### src/rtl/nco_ctrl_pkg.sv
// Shared types and defaults for the NCO sweep sequencer.
// Holds the FSM state encoding and the zero-to-one count helper.
package nco_ctrl_pkg;

    localparam int DEF_PHW  = 16;
    localparam int DEF_CNTW = 16;
    localparam int DEF_STW  = 8;

    typedef enum logic [1:0] {
        IDLE,
        SETTLE,
        DWELL,
        DONE
    } state_t;

    // A count of zero is treated as one step / one sample.
    function automatic logic [31:0] nz1(input logic [31:0] v);
        return (v == 32'd0) ? 32'd1 : v;
    endfunction

endpackage

### src/rtl/nco_sample_cnt.sv
// Valid-sample counter with synchronous clear and terminal-count flag.
// hit marks the enabled cycle that brings the count up to term.
module nco_sample_cnt #(
    parameter int W = 16
) (
    input  logic         clk,
    input  logic         reset_n,
    input  logic         clr,
    input  logic         en,
    input  logic [W-1:0] term,
    output logic [W-1:0] cnt,
    output logic         hit
);

    assign hit = en && ((cnt + W'(1)) == term);

    always_ff @(posedge clk or negedge reset_n) begin
        if (!reset_n) begin
            cnt <= '0;
        end else if (clr) begin
            cnt <= '0;
        end else if (en) begin
            cnt <= cnt + W'(1);
        end
    end

endmodule

### src/rtl/nco_sweep_ctrl.sv
// Frequency sweep sequencer driving an NCO phase increment and clock enable.
// Each step discards settle samples, then flags a dwell window for capture.
module nco_sweep_ctrl
    import nco_ctrl_pkg::*;
#(
    parameter int PHW  = DEF_PHW,
    parameter int CNTW = DEF_CNTW,
    parameter int STW  = DEF_STW
) (
    input  logic            clk,
    input  logic            reset_n,
    input  logic            start,
    input  logic            abort,
    input  logic [PHW-1:0]  f_start,
    input  logic [PHW-1:0]  f_step,
    input  logic [STW-1:0]  n_steps,
    input  logic [CNTW-1:0] settle_n,
    input  logic [CNTW-1:0] dwell_n,
    input  logic            nco_valid,
    output logic [PHW-1:0]  phi_inc_o,
    output logic            clken_o,
    output logic            sample_en,
    output logic [STW-1:0]  step_idx,
    output logic            busy,
    output logic            done
);

    state_t state_q, state_d;

    logic [PHW-1:0]  fstep_q;
    logic [STW-1:0]  nsteps_q;
    logic [CNTW-1:0] settle_q;
    logic [CNTW-1:0] dwell_q;

    logic [CNTW-1:0] cnt;
    logic [CNTW-1:0] term;
    logic            cnt_en;
    logic            cnt_clr;
    logic            hit;
    logic            load;
    logic            adv;
    logic            last;

    assign last = (step_idx == (nsteps_q - STW'(1)));

    always_comb begin
        state_d = state_q;
        load    = 1'b0;
        adv     = 1'b0;
        unique case (state_q)
            IDLE: begin
                if (start && !abort) begin
                    state_d = SETTLE;
                    load    = 1'b1;
                end
            end
            SETTLE: begin
                if (abort) begin
                    state_d = IDLE;
                end else if ((settle_q == '0) || hit) begin
                    state_d = DWELL;
                end
            end
            DWELL: begin
                if (abort) begin
                    state_d = IDLE;
                end else if (hit) begin
                    if (last) begin
                        state_d = DONE;
                    end else begin
                        state_d = SETTLE;
                        adv     = 1'b1;
                    end
                end
            end
            DONE: begin
                state_d = IDLE;
            end
            default: begin
                state_d = IDLE;
            end
        endcase
    end

    always_ff @(posedge clk or negedge reset_n) begin
        if (!reset_n) begin
            state_q <= IDLE;
        end else begin
            state_q <= state_d;
        end
    end

    always_ff @(posedge clk or negedge reset_n) begin
        if (!reset_n) begin
            fstep_q   <= '0;
            nsteps_q  <= '0;
            settle_q  <= '0;
            dwell_q   <= '0;
            phi_inc_o <= '0;
            step_idx  <= '0;
        end else if (load) begin
            fstep_q   <= f_step;
            nsteps_q  <= STW'(nz1(32'(n_steps)));
            settle_q  <= settle_n;
            dwell_q   <= CNTW'(nz1(32'(dwell_n)));
            phi_inc_o <= f_start;
            step_idx  <= '0;
        end else if (adv) begin
            phi_inc_o <= phi_inc_o + fstep_q;
            step_idx  <= step_idx + STW'(1);
        end
    end

    // One counter serves both phases; any state change restarts it.
    assign cnt_clr = (state_d != state_q);
    assign cnt_en  = nco_valid && ((state_q == SETTLE) || (state_q == DWELL));
    assign term    = (state_q == SETTLE) ? settle_q : dwell_q;

    nco_sample_cnt #(
        .W(CNTW)
    ) u_cnt (
        .clk     (clk),
        .reset_n (reset_n),
        .clr     (cnt_clr),
        .en      (cnt_en),
        .term    (term),
        .cnt     (cnt),
        .hit     (hit)
    );

    assign busy      = (state_q == SETTLE) || (state_q == DWELL);
    assign clken_o   = busy;
    assign sample_en = (state_q == DWELL) && nco_valid;
    assign done      = (state_q == DONE);

endmodule
### config.mk
export PLATFORM = sky130hd
export DESIGN_NAME = nco_sweep_ctrl
export DESIGN_NICKNAME = d
export VERILOG_FILES = /design/src/rtl/nco_ctrl_pkg.sv /design/src/rtl/nco_sample_cnt.sv /design/src/rtl/nco_sweep_ctrl.sv
export SDC_FILE = /design/constraint.sdc
export NUM_CORES = 1
export LEC_CHECK = 0
export BUFFER_PORTS_ARGS = -buffer_cell sky130_fd_sc_hd__buf_2
export CAP_MARGIN = 5
export CORE_UTILIZATION = 52
export DETAILED_ROUTE_END_ITERATION = 7
export PLACE_DENSITY = 0.74
export SKIP_CTS_REPAIR_TIMING = 1
export SLEW_MARGIN = 40
export SYNTH_ARGS = -nofsm -noshare
export SYNTH_HDL_FRONTEND = slang
export SYNTH_SLANG_ARGS = --single-unit
### constraint.sdc
create_clock -name clk -period 3.2 [get_ports clk]
set_input_delay 0.32 -clock clk [delete_from_list [all_inputs] [get_ports clk]]
set_output_delay 0.32 -clock clk [all_outputs]
set_load 0.01 [all_outputs]
==> run summary <==
Initial Util: 53.9%
DR WL/cell: 17.2 um
Minimum clock period: 3.21 ns
Relative slew slack: 48.5%
Register area share after synthesis: 39.3%
Grt total ovfl: 0
Status: finished with violations
P_leak: 3.63 nW
Post-DP HPWL: 12200 um
Post-layout nets: 942
Final period utilization: 100%
Final setup fails: 2
Cell area after layout: 7540 um2
Die ar.: 12400 um2
R2r setup slk: -0.01 ns
Ant diodes: 0
# DRC: 2
Synth top area cells: dfrtp_1 (39%), nand2_1 (12%), xnor2_1 (6.0%), mux2i_1 (5.1%), ha_1 (4.6%)
Slew Viols, Final: 0
Crit end category: register
Gpl congestion: 0.967
Max clock buf depth: 2
ANT nets after route: 0
Max IR drop VDD: 0.595 mV
Fin Hold WS: 0.000321 ns
Yosys warning total: 0
Main combinational cell family by area after synthesis: simple AND/OR/NAND/NOR gates
Post-synth top cells: nand2_1 (200), dfrtp_1 (98), xnor2_1 (43)
Later-pin clock latency in the skew report: 0.36 ns
Row cnt: 39
CP arrival: 3.48 ns
MaxCap Viol Count: 0
RSZ-0062 raised after global routing: yes
R2R cell count: 14
Measured slew at the worst slew-check pin: 0.767 ns
Drt first pass iters: 7
Leading area contributor after synthesis: dfrtp_1
Top cell type's share of synthesized area: 39.3%
Power Dens Cells: 888 nW/um2
Setup TNS: -0.0157 ns
Post-synth EDFFs: 0
Via count: 5797
Placed cell areas: 7040 um2
Mapped Cells: 723
Clock sinks: 98
Worst setup SP type: register
I/O Buffers: 104
First-pass GRT wire length: 27300 um
Hold Path Class: in -> async
Most frequent cell after synthesis: nand2_1
H-tree Lvls: 3
Worst Setup SP: state_q[1]$_DFF_PN0_
Initial antenna violation count: 0
Root Buffer Master: clkbuf_16
Routed wl met2: 8190 um
Fin worst setup slack: -0.0119 ns
Worst setup path class: reg -> reg
WP data required: 3.46 ns
CP max FO: 8
Top layer in use: met4
Largest net degree at the start of global routing: 58
Vias in the first global route: 5551
Failing checks: design-rule violations, negative setup slack
Core ar.: 11600 um2
Vias per inst: 5.86
Share of cells above drive strength 1: 23.4%
Post-synthesis simple-gate area fraction: 24.8%
Asr flop ratio synth: 100%
FMAX: 0.311 GHz
Area growth syn-to-layout: 20.9%
Post-Synth Adder-Cell Area: 4.94%
M1 wire length: 7560 um
Util after Layout: 65.2%
Distinct cell type count of the synthesized netlist: 63
Synth Cell Area: 6240 um2
Clock Skews: 0.00999 ns
Final WL: 17000 um
Clock slew at reported path FFs: 0.07 ns
Tot GR Track Use: 27.6%
TritonCTS clock tree: done
Fin. Hold Viols: 0
Synthesized Nets: 824
Avg Cell Area, Syn: 8.63 um2
R2r endpoint: u_cnt.cnt[9]$_DFFE_PN0P_
End of the critical path: u_cnt.cnt[9]$_DFFE_PN0P_
FF-to-FF Start: state_q[1]$_DFF_PN0_
Synth Area in Compound Gates: 13.2%
Yosys reg bits: 98
Mux contribution to synthesized area: 5.50%
Initial DRC Count: 375
XOR/XNOR Fraction of Synth Area: 8.43%
Die height: 112 um
Die extent in x: 112 um
Num CTS Buffers: 9
Main synth FF type: dfrtp_1
Io pins: 105
Met3 routed WL: 928 um
-- layout by cell type, fill, tap and decap left out, drive strengths merged, types with 3 or more instances in the layout --
| cell type | instances |
|---|---|
| dfrtp | 98 |
| nor2b | 5 |
| o2111ai | 10 |
| a31oi | 9 |
| nor3 | 19 |
| a21o | 5 |
| and3 | 6 |
| clkbuf | 11 |
| nand3 | 17 |
| xnor2 | 43 |
| nand2 | 200 |
| and2 | 10 |
| o21a | 4 |
| inv | 16 |
| xor2 | 17 |
| nor4 | 16 |
| nand2b | 6 |
| a41oi | 3 |
| nor2 | 35 |
| buf | 142 |
| a211oi | 14 |
| mux2i | 32 |
| nand4 | 11 |
| o21ai | 33 |
| or3 | 5 |
| ha | 23 |
| a21oi | 17 |
-- stage by stage --
step | setup WS (ns) | total power, mW | std cells
floorplan | 0.00694 | 4.46 | 723
global placement | 0.0909 | 5.22 | 964
detailed placement | -0.0655 | 5.35 | 964
CTS | -0.0935 | 6.50 | 980
global route | -0.142 | 7.16 | 989
finish | -0.0119 | 6.69 | 989
-- worst min-delay path by stage --
| stage | start | end | slack [ns] |
|---|---|---|---|
| 2_1_floorplan | reset_n | dwell_q[0]$_DFFE_PN0P_ | 0.02 |
| 3_3_place_gp | reset_n | nsteps_q[6]$_DFFE_PN0P_ | 0.41 |
| 3_5_place_dp | reset_n | nsteps_q[6]$_DFFE_PN0P_ | 0.41 |
| 4_1_cts | reset_n | nsteps_q[6]$_DFFE_PN0P_ | 0.03 |
| 5_1_grt | reset_n | nsteps_q[6]$_DFFE_PN0P_ | 0.06 |
| 6_report | reset_n | nsteps_q[6]$_DFFE_PN0P_ | 0.0003 |
-- worst max-delay path: stages (launching register included) --
cell	delay [ns]
dfrtp_1	0.40
inv_2	0.09
ha_4	0.18
buf_6	0.14
buf_4	0.11
mux2i_1	0.22
xnor2_1	0.20
nor3_1	0.11
a31oi_2	0.28
nor4b_4	0.11
buf_6	0.15
a31o_4	0.22
a2111o_1	0.52
buf_12	0.19
a211oi_1	0.20
-- report_power, final --
group	leakage (nW)	internal [mW]	switching [mW]
Combinational	2.24	1.54	1.90
Sequential	1.25	1.71	0.436
Clock	0.140	0.610	0.501
Total	3.63	3.86	2.83
-- final cells by class --
type / count / area (um2)
Multi-Input combinational cell: 574 / 3670
Clock buffer: 10 / 229
Inverter: 15 / 56.3
Fill cell: 958 / 4030
Clock inverter: 6 / 66.3
Sequential cell: 98 / 2450
Tap cell: 143 / 179
Timing Repair Buffer: 143 / 880
-- registers in the layout (all words and copies together) (netlist names) --
signal / cells
settle_q: 16
nsteps_q: 8
state_q: 2
dwell_q: 16
step_idx: 8
phi_inc_o: 16
fstep_q: 16
u_cnt.cnt: 16
-- cells by family (layout without fill, tap and decap cells) --
logic type | count (synthesis) | in the layout
compound gates | 116 | 116
simple gates | 340 | 340
buf+inv | 51 | 174
fa+ha+maj | 24 | 24
mux | 34 | 34
xor+xnor | 60 | 60
flops | 98 | 98
-- per-layer routing --
metal  vias to the layer above  GRT usage (%)
met5                         -              0
li1                       2752              -
met3                        29           4.41
met2                       202           44.2
met1                      2814           37.7
met4                         0           10.4
Power figures use the tool's default switching activity.
